--- config.mk ---
export PLATFORM = sky130hd
export DESIGN_NAME = alu_arbiter_flat
export DESIGN_NICKNAME = d
export VERILOG_FILES = /design/src/rtl/alu_arbiter_if.sv /design/src/rtl/alu_arbiter.sv /design/src/flat_wrapper.sv
export SDC_FILE = /design/constraint.sdc
export NUM_CORES = 1
export LEC_CHECK = 0
export BUFFER_PORTS_ARGS = -buffer_cell sky130_fd_sc_hd__buf_2
export CAP_MARGIN = 20
export CORE_MARGIN = 3
export CORE_UTILIZATION = 45
export CTS_CLUSTER_SIZE = 25
export DETAILED_ROUTE_END_ITERATION = 10
export HOLD_SLACK_MARGIN = 0.1
export PLACE_DENSITY = 0.79
export SYNTH_ARGS = -nofsm -noshare
export SYNTH_HDL_FRONTEND = slang
export SYNTH_SLANG_ARGS = --single-unit
--- constraint.sdc ---
create_clock -name clk -period 1.55 [get_ports clk]
set_input_delay 0.2325 -clock clk [delete_from_list [all_inputs] [get_ports clk]]
set_output_delay 0.2325 -clock clk [all_outputs]
set_load 0.03 [all_outputs]
--- src/rtl/alu_arbiter_if.sv ---
// alu_arbiter_if: handshake and ALU bus between two requesters, the shared
// ALU adder and the alu_arbiter.
//   req0_*/req1_* : operand request channels (valid/ready, operands a/b)
//   rsp0_*/rsp1_* : per-port response valid/ready
//   rsp_sum/rsp_c : shared result, qualified by rspN_valid
//   alu_ain/bin   : operands to the combinational ALU
//   alu_out/alu_c : ALU sum and carry
// Modports: slave = arbiter side, master = requesters + ALU side.
interface alu_arbiter_if #(
    parameter int WIDTH = 4
);
    logic             req0_valid;
    logic             req0_ready;
    logic [WIDTH-1:0] req0_a;
    logic [WIDTH-1:0] req0_b;
    logic             rsp0_valid;
    logic             rsp0_ready;
    logic             req1_valid;
    logic             req1_ready;
    logic [WIDTH-1:0] req1_a;
    logic [WIDTH-1:0] req1_b;
    logic             rsp1_valid;
    logic             rsp1_ready;
    logic [WIDTH-1:0] rsp_sum;
    logic             rsp_c;
    logic [WIDTH-1:0] alu_ain;
    logic [WIDTH-1:0] alu_bin;
    logic [WIDTH-1:0] alu_out;
    logic             alu_c;

    modport slave (
        input  req0_valid, req0_a, req0_b, rsp0_ready,
        input  req1_valid, req1_a, req1_b, rsp1_ready,
        input  alu_out, alu_c,
        output req0_ready, rsp0_valid, req1_ready, rsp1_valid,
        output rsp_sum, rsp_c, alu_ain, alu_bin
    );

    modport master (
        output req0_valid, req0_a, req0_b, rsp0_ready,
        output req1_valid, req1_a, req1_b, rsp1_ready,
        output alu_out, alu_c,
        input  req0_ready, rsp0_valid, req1_ready, rsp1_valid,
        input  rsp_sum, rsp_c, alu_ain, alu_bin
    );
endinterface

--- src/rtl/alu_arbiter.sv ---
// alu_arbiter: shares one combinational adder between two requesters.
// Round-robin grant in IDLE, one EXEC cycle where the ALU is driven from
// registered operands and its result captured, then RESP until the owner
// takes the result.
// Ports:
//   clk, rst : clock, synchronous active-high reset
//   bus      : alu_arbiter_if.slave (request/response channels, ALU bus)
// Optional build macro ALU_ARB_STATS_EN adds 8-bit wrapping counters:
//   grant_cnt0, grant_cnt1 : accepts per port
//   contend_cnt            : IDLE cycles with both requests valid
module alu_arbiter #(
    parameter int WIDTH     = 4,
    parameter bit INIT_PRIO = 1'b0
) (
    input  logic              clk,
    input  logic              rst,
    alu_arbiter_if.slave      bus
`ifdef ALU_ARB_STATS_EN
    ,
    output logic [7:0]        grant_cnt0,
    output logic [7:0]        grant_cnt1,
    output logic [7:0]        contend_cnt
`endif
);
    typedef enum logic [1:0] {IDLE, EXEC, RESP} state_t;

    state_t           state_q, state_d;
    logic             prio_q, prio_d;       // port that wins a tie
    logic             owner_q, owner_d;     // port of the transaction in flight
    logic [WIDTH-1:0] op_a_q, op_a_d;
    logic [WIDTH-1:0] op_b_q, op_b_d;
    logic [WIDTH-1:0] sum_q, sum_d;
    logic             c_q, c_d;
    logic             rsp0_valid_q, rsp0_valid_d;
    logic             rsp1_valid_q, rsp1_valid_d;
    logic             grant0, grant1;
    logic             owner_ready;

    // Grants only exist in IDLE and only for a valid port, so ready never
    // rises for an idle requester.
    always_comb begin
        grant0 = (state_q == IDLE) && bus.req0_valid && (!bus.req1_valid || !prio_q);
        grant1 = (state_q == IDLE) && bus.req1_valid && (!bus.req0_valid ||  prio_q);
    end

    assign owner_ready = owner_q ? bus.rsp1_ready : bus.rsp0_ready;

    always_comb begin
        state_d      = state_q;
        prio_d       = prio_q;
        owner_d      = owner_q;
        op_a_d       = op_a_q;
        op_b_d       = op_b_q;
        sum_d        = sum_q;
        c_d          = c_q;
        rsp0_valid_d = rsp0_valid_q;
        rsp1_valid_d = rsp1_valid_q;
        case (state_q)
            IDLE: begin
                if (grant0 || grant1) begin
                    op_a_d  = grant1 ? bus.req1_a : bus.req0_a;
                    op_b_d  = grant1 ? bus.req1_b : bus.req0_b;
                    owner_d = grant1;
                    prio_d  = !grant1;
                    state_d = EXEC;
                end
            end
            EXEC: begin
                sum_d        = bus.alu_out;
                c_d          = bus.alu_c;
                rsp0_valid_d = !owner_q;
                rsp1_valid_d =  owner_q;
                state_d      = RESP;
            end
            RESP: begin
                // rsp_ready from the non-owner is ignored here.
                if (owner_ready) begin
                    rsp0_valid_d = 1'b0;
                    rsp1_valid_d = 1'b0;
                    state_d      = IDLE;
                end
            end
            default: state_d = IDLE;
        endcase
    end

    always_ff @(posedge clk) begin
        if (rst) begin
            state_q      <= IDLE;
            prio_q       <= INIT_PRIO;
            owner_q      <= 1'b0;
            op_a_q       <= '0;
            op_b_q       <= '0;
            sum_q        <= '0;
            c_q          <= 1'b0;
            rsp0_valid_q <= 1'b0;
            rsp1_valid_q <= 1'b0;
        end else begin
            state_q      <= state_d;
            prio_q       <= prio_d;
            owner_q      <= owner_d;
            op_a_q       <= op_a_d;
            op_b_q       <= op_b_d;
            sum_q        <= sum_d;
            c_q          <= c_d;
            rsp0_valid_q <= rsp0_valid_d;
            rsp1_valid_q <= rsp1_valid_d;
        end
    end

    assign bus.req0_ready = grant0;
    assign bus.req1_ready = grant1;
    assign bus.rsp0_valid = rsp0_valid_q;
    assign bus.rsp1_valid = rsp1_valid_q;
    assign bus.rsp_sum    = sum_q;
    assign bus.rsp_c      = c_q;
    assign bus.alu_ain    = op_a_q;
    assign bus.alu_bin    = op_b_q;

`ifdef ALU_ARB_STATS_EN
    logic [7:0] grant_cnt0_q, grant_cnt0_d;
    logic [7:0] grant_cnt1_q, grant_cnt1_d;
    logic [7:0] contend_cnt_q, contend_cnt_d;

    always_comb begin
        grant_cnt0_d  = grant_cnt0_q + 8'(grant0);
        grant_cnt1_d  = grant_cnt1_q + 8'(grant1);
        contend_cnt_d = contend_cnt_q
                      + 8'((state_q == IDLE) && bus.req0_valid && bus.req1_valid);
    end

    always_ff @(posedge clk) begin
        if (rst) begin
            grant_cnt0_q  <= '0;
            grant_cnt1_q  <= '0;
            contend_cnt_q <= '0;
        end else begin
            grant_cnt0_q  <= grant_cnt0_d;
            grant_cnt1_q  <= grant_cnt1_d;
            contend_cnt_q <= contend_cnt_d;
        end
    end

    assign grant_cnt0  = grant_cnt0_q;
    assign grant_cnt1  = grant_cnt1_q;
    assign contend_cnt = contend_cnt_q;
`endif
endmodule

--- src/flat_wrapper.sv ---
// flat-port wrapper written by rule: the top's interface ports become plain ports
module alu_arbiter_flat 
#(
    parameter int WIDTH     = 4,
    parameter bit INIT_PRIO = 1'b0
)
  (clk, rst, bus_req0_valid, bus_req0_a, bus_req0_b, bus_rsp0_ready, bus_req1_valid, bus_req1_a, bus_req1_b, bus_rsp1_ready, bus_alu_out, bus_alu_c, bus_req0_ready, bus_rsp0_valid, bus_req1_ready, bus_rsp1_valid, bus_rsp_sum, bus_rsp_c, bus_alu_ain, bus_alu_bin);
  alu_arbiter_if #(.WIDTH(WIDTH)) bus_i ();
  input  logic clk;
  input  logic rst;
  input wire logic [$bits(bus_i.req0_valid)-1:0] bus_req0_valid;
  input wire logic [$bits(bus_i.req0_a)-1:0] bus_req0_a;
  input wire logic [$bits(bus_i.req0_b)-1:0] bus_req0_b;
  input wire logic [$bits(bus_i.rsp0_ready)-1:0] bus_rsp0_ready;
  input wire logic [$bits(bus_i.req1_valid)-1:0] bus_req1_valid;
  input wire logic [$bits(bus_i.req1_a)-1:0] bus_req1_a;
  input wire logic [$bits(bus_i.req1_b)-1:0] bus_req1_b;
  input wire logic [$bits(bus_i.rsp1_ready)-1:0] bus_rsp1_ready;
  input wire logic [$bits(bus_i.alu_out)-1:0] bus_alu_out;
  input wire logic [$bits(bus_i.alu_c)-1:0] bus_alu_c;
  output wire logic [$bits(bus_i.req0_ready)-1:0] bus_req0_ready;
  output wire logic [$bits(bus_i.rsp0_valid)-1:0] bus_rsp0_valid;
  output wire logic [$bits(bus_i.req1_ready)-1:0] bus_req1_ready;
  output wire logic [$bits(bus_i.rsp1_valid)-1:0] bus_rsp1_valid;
  output wire logic [$bits(bus_i.rsp_sum)-1:0] bus_rsp_sum;
  output wire logic [$bits(bus_i.rsp_c)-1:0] bus_rsp_c;
  output wire logic [$bits(bus_i.alu_ain)-1:0] bus_alu_ain;
  output wire logic [$bits(bus_i.alu_bin)-1:0] bus_alu_bin;
  assign bus_i.req0_valid = bus_req0_valid;
  assign bus_i.req0_a = bus_req0_a;
  assign bus_i.req0_b = bus_req0_b;
  assign bus_i.rsp0_ready = bus_rsp0_ready;
  assign bus_i.req1_valid = bus_req1_valid;
  assign bus_i.req1_a = bus_req1_a;
  assign bus_i.req1_b = bus_req1_b;
  assign bus_i.rsp1_ready = bus_rsp1_ready;
  assign bus_i.alu_out = bus_alu_out;
  assign bus_i.alu_c = bus_alu_c;
  assign bus_req0_ready = bus_i.req0_ready;
  assign bus_rsp0_valid = bus_i.rsp0_valid;
  assign bus_req1_ready = bus_i.req1_ready;
  assign bus_rsp1_valid = bus_i.rsp1_valid;
  assign bus_rsp_sum = bus_i.rsp_sum;
  assign bus_rsp_c = bus_i.rsp_c;
  assign bus_alu_ain = bus_i.alu_ain;
  assign bus_alu_bin = bus_i.alu_bin;
  alu_arbiter #(.WIDTH(WIDTH), .INIT_PRIO(INIT_PRIO)) u_core (.clk(clk), .rst(rst), .bus(bus_i));
endmodule
==> summary.txt <==
Global route
  • Vias in the first global route: 854
  • GRT Overall Usage: 17.9%
  • First-pass GRT wire length: 3730 µm
  • Initial antenna violation count: 0
  • Grt total ovfl: 0
  • Largest net degree at the start of global routing: 20

Drt
  • DRT iter0 DRCs: 21
  • ANT nets after route: 0
  • Drc violations: 0
  • DRT Pass-1 Iters: 4
  • Final WL: 2230 µm
  • Via density: 5.36
  • WL per Instance: about 13 µm
  • Vias post-DR: 917

Yosys
  • EDFF count, synth: 0
  • Syn Nets: roughly 130
  • Sequential share of the synthesized area: 39.5%
  • Synth Register Bits: 19
  • Mapped Area: 962 µm²
  • Post-synthesis cell type count: 29
  • Synth Flop Type: dfxtp_1
  • Post-synth ARST share: 0%
  • Mapped Avg Cell Area: a little under 10 µm²
  • Yosys Warn Count: 0
  • Post-Synthesis Cells: between 90 and 100

Floorplanning
  • I/O pin total: 44
  • Area of the core: 0.00200 mm²
  • Die height: 52.2 µm
  • Die area: 0.00273 mm²
  • DIE WIDTH: 52.2 µm
  • Cell Rows: 16
  • Initial Util: 48.1%

Pwr
  • Static leakage: 0.554 nW
  • PD cells: a little over 1000 mW/mm²
  • Total chip power: 1.27 mW
  • Peak supply drop: ~0.00061 V

Place
  • IO buf count: 43
  • Routability cong.: 0.785
  • Placed insts: around 170
  • Hpwl dp: 1670 µm

Critical path
  • Setup crit start: u_core.state_q[1]
  • CP required: 1.32 ns
  • CP Cell Sequence: or3b_4, nor2_4, buf_6
  • Largest stage delay on the critical path: 0.41 ns
  • Worst setup path endpoint: bus_req1_ready
  • Slowest cell on the critical path: or3b_4
  • Critical Path Sink Type: primary output
  • CP Max Fanout: 3
  • Reg2Reg Depth: 5
  • RR Startpoint: u_core.state_q[1]
  • WP data arrival: 1.29 ns
  • Flop2flop setup slack: between 0.1 and 0.15 ns
  • CP Class: flip-flop to primary output
  • FF-to-FF End: u_core.bus.alu_ain[0]
  • CP Launch Type: flip-flop

Hold path
  • Worst Hold Class: primary input to flip-flop
  • Start point of the worst hold path: bus_alu_c

Clocking
  • CTS Sinks: 19
  • Num CTS Buffers: 3
  • Clock Tree Buf Depth: 2
  • CTS H-tree depth: 1
  • Clock-pin slew on the worst setup and hold paths: 0.11 ns
  • # hold bufs at CTS: 0
  • Root buf cell: clkbuf_4
  • CTS tree: yes
  • Clk_lat worst skew: 0.29 ns

Timing
  • Tmin final: 1.52 ns
  • Clock Skew: 0.00167 ns
  • Period utilisation layout: 98.0%
  • RSZ-0062 raised after global routing: yes
  • Worst Hold Slack: 0.166 ns
  • Final Hold Viols: 0
  • Slew headroom: 71.8%
  • Max Transition Viols Final: 0
  • F_max: 658 MHz
  • Final setup violating endpoints: 0
  • Worst-margin pin slew: around 0.42 ns

Outcome
  • Status: complete, no violations

Run
  • Max Cap Viol: 0

Layout
  • Area grow syn2layout: 29.6%
  • Ant diodes: 0
  • Filler cell count: 185
  • Finished Layout Cells: 171
  • Multi-input gate area: approximately 510 µm²
  • Register area: 383 µm²
  • Nets: about 170
  • Layout cells sized above 1: 51.4%
[report_power, final]
group          leakage, nW  total, mW  switching (mW)  internal (mW)
Sequential           0.158      0.570          0.0296          0.540
Clock               0.0139      0.258           0.160         0.0981
Combinational        0.382      0.441           0.263          0.177
Total                0.554       1.27           0.453          0.815
[cell type report]
| class | count | area share [%] |
|---|---|---|
| multi-input cells | 67 | 40.7 |
| clock inverters | 1 | 0.602 |
| inverters | 3 | 0.903 |
| flip-flops and latches | 19 | 30.7 |
| repair buffers | 51 | 22.6 |
| clock buffers | 3 | 1.81 |
| well taps | 27 | 2.71 |
[worst max-delay path, delay by kind of cell, from the launching register on]
| family | cells | cell delay [ns] |
|---|---|---|
| buffers and inverters | 1 | 0.13 |
| flip-flops | 1 | 0.35 |
| AND/OR/NAND/NOR | 2 | 0.51 |
[routing by layer]
layer  vias up  routed length (µm)  track usage, %
li1        442                   -               -
met1       440                 930            23.9
met2        31                1140            29.3
met3         4                 133            1.42
met4         0                  23            8.51
met5         -                   0               0
[metrics by stage]
step	instance area [µm²]	util, %	setup TNS (ns)	setup slack [ns]
final	1250	62.3	0	0.0306
after global routing	1250	62.3	-0.0105	-0.0105
after CTS	1240	62.0	0	0.00613
after detailed placement	1180	58.9	0	0.110
after global placement	1180	58.9	0	0.205
after floorplan	965	-	0	0.108
[synthesized netlist by cell type (3+ instances only)]
cell	instances	area share (%)
nor2b_1	4	2.6
o21ai_1	5	2.6
a2111oi_2	3	4.7
mux2i_1	6	6.2
buf_6	4	4.7
dfxtp_1	19	40
a21oi_1	11	5.7
inv_1	3	1.2
nor2_1	9	3.5
nor3_2	3	3.1
a311oi_2	5	7.8
nand3_1	5	2.6
[cells in the final DEF, fill, tap and decap left out, types with 2 or more instances in the layout]
cell type and n:
buf_2 42, nand2_1 2, dfxtp_2 2, o21bai_1 2
nand3_1 5, a221oi_1 2, nor2b_1 4, clkbuf_4 3
nor3_2 3, a2111oi_2 3, a311oi_2 5, a21oi_1 11
nor2_1 8, o21ai_1 5, mux2i_1 6, buf_4 8
dfxtp_1 17, inv_1 3
[cell families after synthesis]
kind of cell / Yosys count / synth area share [%]
AND/OR/NAND/NOR: 32 / 20.2
AO/OA/AOI/OAI: 29 / 24.7
flip-flops: 19 / 39.5
buffers and inverters: 13 / 9.36
multiplexers: 6 / 6.24
[sequential cells by signal, indices dropped and copies added, names as in the netlist]
register and count:
u_core.bus.rsp0_valid 1, u_core.bus.alu_ain 4, u_core.prio_q 1, u_core.owner_q 1, u_core.bus.rsp_c 1, u_core.bus.alu_bin 4
u_core.state_q 2, u_core.bus.rsp_sum 4, u_core.bus.rsp1_valid 1
[what timing repair did]
action                                  4_1_cts  5_1_grt
endpoints found under the setup margin        1        3
setup buffers                                 2        0
gates resized for setup                       6        1
pin swaps                                     1        2
cloned                                        0        0
[worst min path at each step]
| stage | endpoint | slack [ns] | cells after the start |
|---|---|---|---|
| floorplan | u_core.bus.rsp_c | 0.38 | 2 |
| global placement | u_core.bus.rsp_c | 0.47 | 3 |
| detailed placement | u_core.bus.rsp_c | 0.48 | 3 |
| CTS | u_core.bus.rsp_c | 0.16 | 3 |
| global route | u_core.bus.rsp_c | 0.15 | 3 |
| finish | u_core.bus.rsp_c | 0.17 | 3 |
Note: power is estimated with default switching activity, not from simulation.
